==> src/rtl/byte_shift_counter_pkg.sv <==
// Shared constants for the byte-serial capture front end.
// Defaults describe an 8-byte command word.
package byte_shift_counter_pkg;

    localparam int BYTE_W        = 8;
    localparam int DEF_NUM_BYTES = 8;
    localparam int DEF_MAX_COUNT = 8;
    localparam int DEF_CNT_WIDTH = 4;

    function automatic int word_bits(input int n_bytes);
        return n_bytes * BYTE_W;
    endfunction

endpackage

==> src/rtl/byte_shift_counter_if.sv <==
// Byte bus and capture status bundle between the byte source
// and the capture front end.
import byte_shift_counter_pkg::*;

interface byte_shift_counter_if #(
    parameter int NUM_BYTES = DEF_NUM_BYTES,
    parameter int CNT_WIDTH = DEF_CNT_WIDTH
);
    logic                          en;
    logic                          clr;
    logic [BYTE_W-1:0]             data_in;
    logic [NUM_BYTES*BYTE_W-1:0]   word_out;
    logic [CNT_WIDTH-1:0]          count;
    logic                          full;

    modport master (
        output en,
        output clr,
        output data_in,
        input  word_out,
        input  count,
        input  full
    );

    modport slave (
        input  en,
        input  clr,
        input  data_in,
        output word_out,
        output count,
        output full
    );
endinterface

==> src/rtl/byte_shift_reg.sv <==
// Wide shift register taking one byte per enabled clock; newest at the MSB.
import byte_shift_counter_pkg::*;

module byte_shift_reg #(
    parameter int NUM_BYTES = DEF_NUM_BYTES
) (
    input  logic                        clk,
    input  logic                        rst,
    input  logic                        en,
    input  logic [BYTE_W-1:0]           data_in,
    output logic [NUM_BYTES*BYTE_W-1:0] word_out
);
    localparam int W = NUM_BYTES * BYTE_W;

    logic [W-1:0] r_word;

    always_ff @(posedge clk) begin
        if (rst) begin
            r_word <= '0;
        end else if (en) begin
            r_word <= {data_in, r_word[W-1:BYTE_W]};
        end
    end

    assign word_out = r_word;
endmodule

==> src/rtl/up_counter_sat.sv <==
// Up counter with synchronous clear that holds at MAX instead of wrapping.
import byte_shift_counter_pkg::*;

module up_counter_sat #(
    parameter int WIDTH = DEF_CNT_WIDTH,
    parameter int MAX   = DEF_MAX_COUNT
) (
    input  logic             clk,
    input  logic             rst,
    input  logic             en,
    input  logic             clr,
    output logic [WIDTH-1:0] count
);
    logic [WIDTH-1:0] r_count;
    logic             w_at_max;

    assign w_at_max = (r_count == WIDTH'(MAX));

    // clr outranks en so a new command always restarts from zero
    always_ff @(posedge clk) begin
        if (rst) begin
            r_count <= '0;
        end else if (clr) begin
            r_count <= '0;
        end else if (en && !w_at_max) begin
            r_count <= r_count + WIDTH'(1);
        end
    end

    assign count = r_count;
endmodule

==> src/rtl/byte_shift_counter.sv <==
// Byte-serial capture: shifts bus bytes into a wide word and counts them,
// flagging full once a complete command has been captured.
import byte_shift_counter_pkg::*;

module byte_shift_counter #(
    parameter int NUM_BYTES = DEF_NUM_BYTES,
    parameter int CNT_WIDTH = DEF_CNT_WIDTH,
    parameter int MAX_COUNT = DEF_MAX_COUNT
) (
    input  logic                 clk,
    input  logic                 rst,
    byte_shift_counter_if.slave  bus
);
    logic [CNT_WIDTH-1:0]        w_count;
    logic [NUM_BYTES*BYTE_W-1:0] w_word;

    byte_shift_reg #(
        .NUM_BYTES (NUM_BYTES)
    ) u_shift (
        .clk      (clk),
        .rst      (rst),
        .en       (bus.en),
        .data_in  (bus.data_in),
        .word_out (w_word)
    );

    up_counter_sat #(
        .WIDTH (CNT_WIDTH),
        .MAX   (MAX_COUNT)
    ) u_cnt (
        .clk   (clk),
        .rst   (rst),
        .en    (bus.en),
        .clr   (bus.clr),
        .count (w_count)
    );

    assign bus.word_out = w_word;
    assign bus.count    = w_count;
    assign bus.full     = (w_count == CNT_WIDTH'(MAX_COUNT));
endmodule

==> src/flat_wrapper.sv <==
// flat-port wrapper written by rule: the top's interface ports become plain ports
module byte_shift_counter_flat 
#(
    parameter int NUM_BYTES = DEF_NUM_BYTES,
    parameter int CNT_WIDTH = DEF_CNT_WIDTH,
    parameter int MAX_COUNT = DEF_MAX_COUNT
)
  (clk, rst, bus_en, bus_clr, bus_data_in, bus_word_out, bus_count, bus_full);
  byte_shift_counter_if #(.NUM_BYTES(NUM_BYTES), .CNT_WIDTH(CNT_WIDTH)) bus_i ();
  input  logic clk;
  input  logic rst;
  input wire logic [$bits(bus_i.en)-1:0] bus_en;
  input wire logic [$bits(bus_i.clr)-1:0] bus_clr;
  input wire logic [$bits(bus_i.data_in)-1:0] bus_data_in;
  output wire logic [$bits(bus_i.word_out)-1:0] bus_word_out;
  output wire logic [$bits(bus_i.count)-1:0] bus_count;
  output wire logic [$bits(bus_i.full)-1:0] bus_full;
  assign bus_i.en = bus_en;
  assign bus_i.clr = bus_clr;
  assign bus_i.data_in = bus_data_in;
  assign bus_word_out = bus_i.word_out;
  assign bus_count = bus_i.count;
  assign bus_full = bus_i.full;
  byte_shift_counter #(.NUM_BYTES(NUM_BYTES), .CNT_WIDTH(CNT_WIDTH), .MAX_COUNT(MAX_COUNT)) u_core (.clk(clk), .rst(rst), .bus(bus_i));
endmodule
==> config.mk <==
export PLATFORM = sky130hd
export DESIGN_NAME = byte_shift_counter_flat
export DESIGN_NICKNAME = d
export VERILOG_FILES = /design/src/rtl/byte_shift_counter_pkg.sv /design/src/rtl/byte_shift_counter_if.sv /design/src/rtl/byte_shift_reg.sv /design/src/rtl/up_counter_sat.sv /design/src/rtl/byte_shift_counter.sv /design/src/flat_wrapper.sv
export SDC_FILE = /design/constraint.sdc
export NUM_CORES = 1
export LEC_CHECK = 0
export CAP_MARGIN = 15
export CELL_PAD_IN_SITES_DETAIL_PLACEMENT = 1
export CELL_PAD_IN_SITES_GLOBAL_PLACEMENT = 1
export CORE_MARGIN = 2
export CORE_UTILIZATION = 50
export DETAILED_ROUTE_END_ITERATION = 6
export DONT_BUFFER_PORTS = 1
export PLACE_DENSITY_LB_ADDON = 0.1
export RECOVER_POWER = 50
export SLEW_MARGIN = 30
export SYNTH_ARGS = -nofsm -noshare
export SYNTH_HDL_FRONTEND = slang
export SYNTH_SLANG_ARGS = --single-unit
==> constraint.sdc <==
create_clock -name clk -period 3.73 [get_ports clk]
set_clock_uncertainty 0.15 [all_clocks]
set_input_delay 0.5595 -clock clk [delete_from_list [all_inputs] [get_ports clk]]
set_output_delay 0.5595 -clock clk [all_outputs]
set_load 0.02 [all_outputs]
* Word level (Yosys, flattened, before mapping) *
Index checks and enable logic that the tools add are counted.
Widths: inputs -> output; s select.

cells by class
  add/subtract/negate cells = 1
  equal/unequal tests = 1
  reduce and logical (&&, ||, !) cells = 3

operators by type and width
  cell                 number
  $add 4x1->4 const B  1
  $eq 4x4->1 const B   1
  $reduce_or 2->1      1
  $logic_and 1x1->1    1
  $logic_not 1->1      1

storage, ports and cells
  register bits = 68
  word-level logic and storage cells = 7
  bits of input ports = 12

* Depth between registers and ports, before layout *
  depth after elaboration = 3
  depth in mapped cells = 5
  depth with buffers taken out = 5

* By module *
Synthesis repeated with hierarchy kept, for this count alone.

unflattened totals
  cell total of the unflattened synthesis = 231
  area, all modules = 2,532.4 µm²

by module, submodules not included
  module              instances  area each (µm²)  cells an instance
  byte_shift_reg      1          2,290.9          206
  up_counter_sat      1          226.5            24
  byte_shift_counter  1          15.0             1

* Worst setup path before layout *
Ideal clock, no wire load.

  path type = register to output
  start = reg u_core.u_cnt.r_count[0] (netlist: u_core.u_cnt.count[0])
  end = out bus_full
  setup slack = 2.018 ns
  stages on the path, launching flop included = 4
  data required time = 3.020 ns
  path buffers = 0
  arrival time = 1.002 ns
  cell sequence = dfxtp_1 > inv_1 > ha_1 > and3b_1

between the ends
  word-level cells in the longest chain between the ends = 1

ends and longest elaborated chain
  item                    line                      RTL
  from (decl)             up_counter_sat.sv:14      logic [WIDTH-1:0] r_count;
  from (signal assigned)  up_counter_sat.sv:26      r_count <= r_count + WIDTH'(1);
  $eq 4x4->1              byte_shift_counter.sv:40  assign bus.full = (w_count == CNT_WIDTH'(MAX_COUNT));
  to (decl)               flat_wrapper.sv:17        output wire logic [$bits(bus_i.full)-1:0] bus_full;

No other way between the ends.

* Worst setup path in the final report *
Same ends and word-level chain as after synthesis.

==> load_flow_metrics.sql <==
INSERT INTO impl_metrics (metric_group, metric, value, unit) VALUES
('outcome', 'status', 'finished clean', ''),
('drt', 'drc', '0', ''),
('drt', 'dr.pass1.iters', '4', ''),
('placed_design', 'io_buffers', '0', ''),
('layout', 'area_used_by_multi_input_combinational_logic', '1020', 'µm²'),
('power', 'p_leak', '1.17', 'nW'),
('placed_design', 'post-place-cells', '283', ''),
('drt', 'wl', '5230', 'µm'),
('drt', 'initialDrtViolationCount', '75', ''),
('global_route', 'maximum_number_of_pins_on_one_net_before_global_route_repair', '68', ''),
('critical_path', 'crit_fanout', '5', ''),
('placed_design', 'place.detailed.hpwl', '3560', 'µm'),
('floorplan', 'core_area', '4820', 'µm²'),
('sta', 'setup_violations', '0', ''),
('critical_path', 'criticalPathCategory', 'reg2out', ''),
('floorplan', 'initial_core_utilization', '52.7', '%'),
('worst_hold_path', 'worst_hold_path_type', 'in2reg', ''),
('yosys', 'synth.avg_cell_area', '11.0', 'µm²'),
('cts', 'clock_tree.root_cell', 'sky130_fd_sc_hd__clkbuf_8', ''),
('yosys', 'yosysSeqAreaShare', '53.6', '%'),
('cts', 'ctsHtreeMaxLevel', '3', ''),
('sta', 'slew_at_the_pin_closest_to_its_max_slew_limit', '0.340', 'ns'),
('sta', 'fmaxAchievable', '462', 'MHz'),
('cts', 'cts-buffers-inserted', '9', ''),
('cts', 'post_cts_buffers', '0', ''),
('power', 'power.density_cell_area', '490', 'nW/µm²'),
('layout', 'mostFrequentLayoutCell', 'sky130_fd_sc_hd__dfxtp_1', ''),
('yosys', 'post_synth_inst_count', '231', ''),
('layout', 'finalNonFillerCells', '299', ''),
('critical_path', 'critPathCaptureType', 'output port', ''),
('power', 'power.combinational.fraction', '2.4', '%'),
('critical_path', 'crit_path_start_kind', 'flop', ''),
('yosys', 'post_synth_num_cell_types', '17', ''),
('run', 'drv_cap', '0', ''),
('yosys', 'ys_ff_latch', '68', ''),
('layout', 'syn_to_final_growth', '3.55', '%'),
('critical_path', 'critical_path.cell_chain', 'inv_1 > ha_1 > and3b_1', ''),
('layout', 'fin_util', '54.6', '%'),
('sta', 'hold_slack', '0.153', 'ns'),
('power', 'total_switching_power', '0.292', 'mW'),
('drt', 'antenna_left', '0', ''),
('floorplan', 'chipHeight', '75.3', 'µm'),
('yosys', 'synth_fp_nets', '245', ''),
('power', 'int_power', '0.998', 'mW'),
('layout', 'register_area', '1360', 'µm²'),
('power', 'sequentialPowerShare', '59.2', '%'),
('floorplan', 'fp_rows', '25', ''),
('yosys', 'warnings_synthesis', '0', ''),
('sta', 'setup_ws', '1.56', 'ns'),
('cts', 'bufs_on_longest_clock_path', '2', ''),
('global_route', 'grt_pass1_vias', '1570', ''),
('drt', 'vias', '1574', ''),
('global_route', 'antenna_found_initial', '0', ''),
('global_route', 'grt_pass1_wl', '7900', 'µm'),
('cts', 'clkLatencyLatePin', '0.33', 'ns'),
('floorplan', 'dieWidth', '75.3', 'µm'),
('sta', 'min_period', '2.17', 'ns'),
('cts', 'cts.sink_count', '68', ''),
('cts', 'post_cts_hold_fix_bufs', '0', ''),
('global_route', 'grt_overflow', '0', ''),
('critical_path', 'critPathMaxStageDelay', '0.52', 'ns'),
('critical_path', 'worst_ep_required_time', '3.02', 'ns'),
('critical_path', 'critPathArrivalTime', '1.46', 'ns'),
('cts', 'cts-resized-gates', '0', ''),
('floorplan', 'design.die.area', '5660', 'µm²'),
('yosys', 'mappedNetlistArea', '2540', 'µm²'),
('layout', 'layout_common_cells', '68 x sky130_fd_sc_hd__dfxtp_1, 67 x sky130_fd_sc_hd__mux2i_1, 65 x sky130_fd_sc_hd__nor2_1', ''),
('sta', 'timing_hold_violations_final', '0', ''),
('sta', 'pins_over_their_slew_limit', '0', ''),
('layout', 'antenna_cells_inserted', '0', ''),
('drt', 'wl_per_cell', '17.5', 'µm');
cell usage after synthesis, drive strengths merged:
cell	instances	share of area [%]
clkbuf	3	0.44
a21oi	1	0.20
nand2b	1	0.54
nand4	1	0.25
ha	2	0.99
xor2	1	0.35
nor2	65	9.6
and3b	1	0.35
nand2	5	0.74
buf	12	5.6
mux2i	67	26
dfxtp	68	54
inv	2	0.30
nor3	2	0.59
per-stage QoR:
| stage | area [µm²] | power [mW] |
|---|---|---|
| after floorplan | 2540 | 0.842 |
| after global placement | 2470 | 0.808 |
| after detailed placement | 2470 | 0.812 |
| after CTS | 2630 | 1.31 |
| after global routing | 2630 | 1.35 |
| final | 2630 | 1.29 |
kinds of logic (layout without fill, tap and decap cells):
kind of cell             Yosys count  in the layout  share of synthesized area (%)
AND/OR/NAND/NOR                   75             75                           12.1
flip-flops                        68             68                           53.6
multiplexers                      67             67                           26.4
buffers and inverters             17             18                           6.36
adder cells (fa/ha/maj)            2              2                          0.986
AO/OA/AOI/OAI                      1              1                          0.197
XOR/XNOR                           1              1                          0.345
power groups by stage:
stage	sequential, mW	combinational (mW)	clock (mW)
after detailed placement	0.780	0.0324	0
after floorplan	0.775	0.0667	0
after global routing	0.764	0.0346	0.550
final	0.763	0.0313	0.495
after CTS	0.763	0.0327	0.512
after global placement	0.779	0.0297	0
final cells by class:
type,count,share of cell area [%]
inverter,2,0.286
multi-input combinational,146,38.6
sequential,68,51.8
tap,67,3.19
clock inverter,5,1.09
clock buffer,11,5.00
per-layer routing:
layer | track usage, % | wire length, µm
met5 | 0 | 0
met4 | 10.7 | 94
met3 | 6.56 | 425
met1 | 21.8 | 2170
met2 | 31.5 | 2540
flip-flops by register name, indices dropped and copies added (netlist names):
register and count:
u_core.u_cnt.count 4, u_core.u_shift.word_out 64
final timing paths:
path	end	cells past startpoint	slack (ns)	startpoint
hold reg to reg	u_core.u_shift.word_out[3]	2	0.47	u_core.u_shift.word_out[3]
hold / removal	u_core.u_cnt.count[3]	1	0.15	bus_clr
setup / recovery	bus_full	3	1.56	u_core.u_cnt.count[0]
setup reg to reg	u_core.u_cnt.count[1]	5	2.02	u_core.u_cnt.count[0]
worst max-delay path: cells and delay by family, from the launching register on:
| kind | cells | cell delay (ns) |
|---|---|---|
| flops | 1 | 0.52 |
| fa+ha+maj | 1 | 0.24 |
| simple gates | 1 | 0.26 |
| buf+inv | 1 | 0.12 |
(Power assumes the default switching activity.)
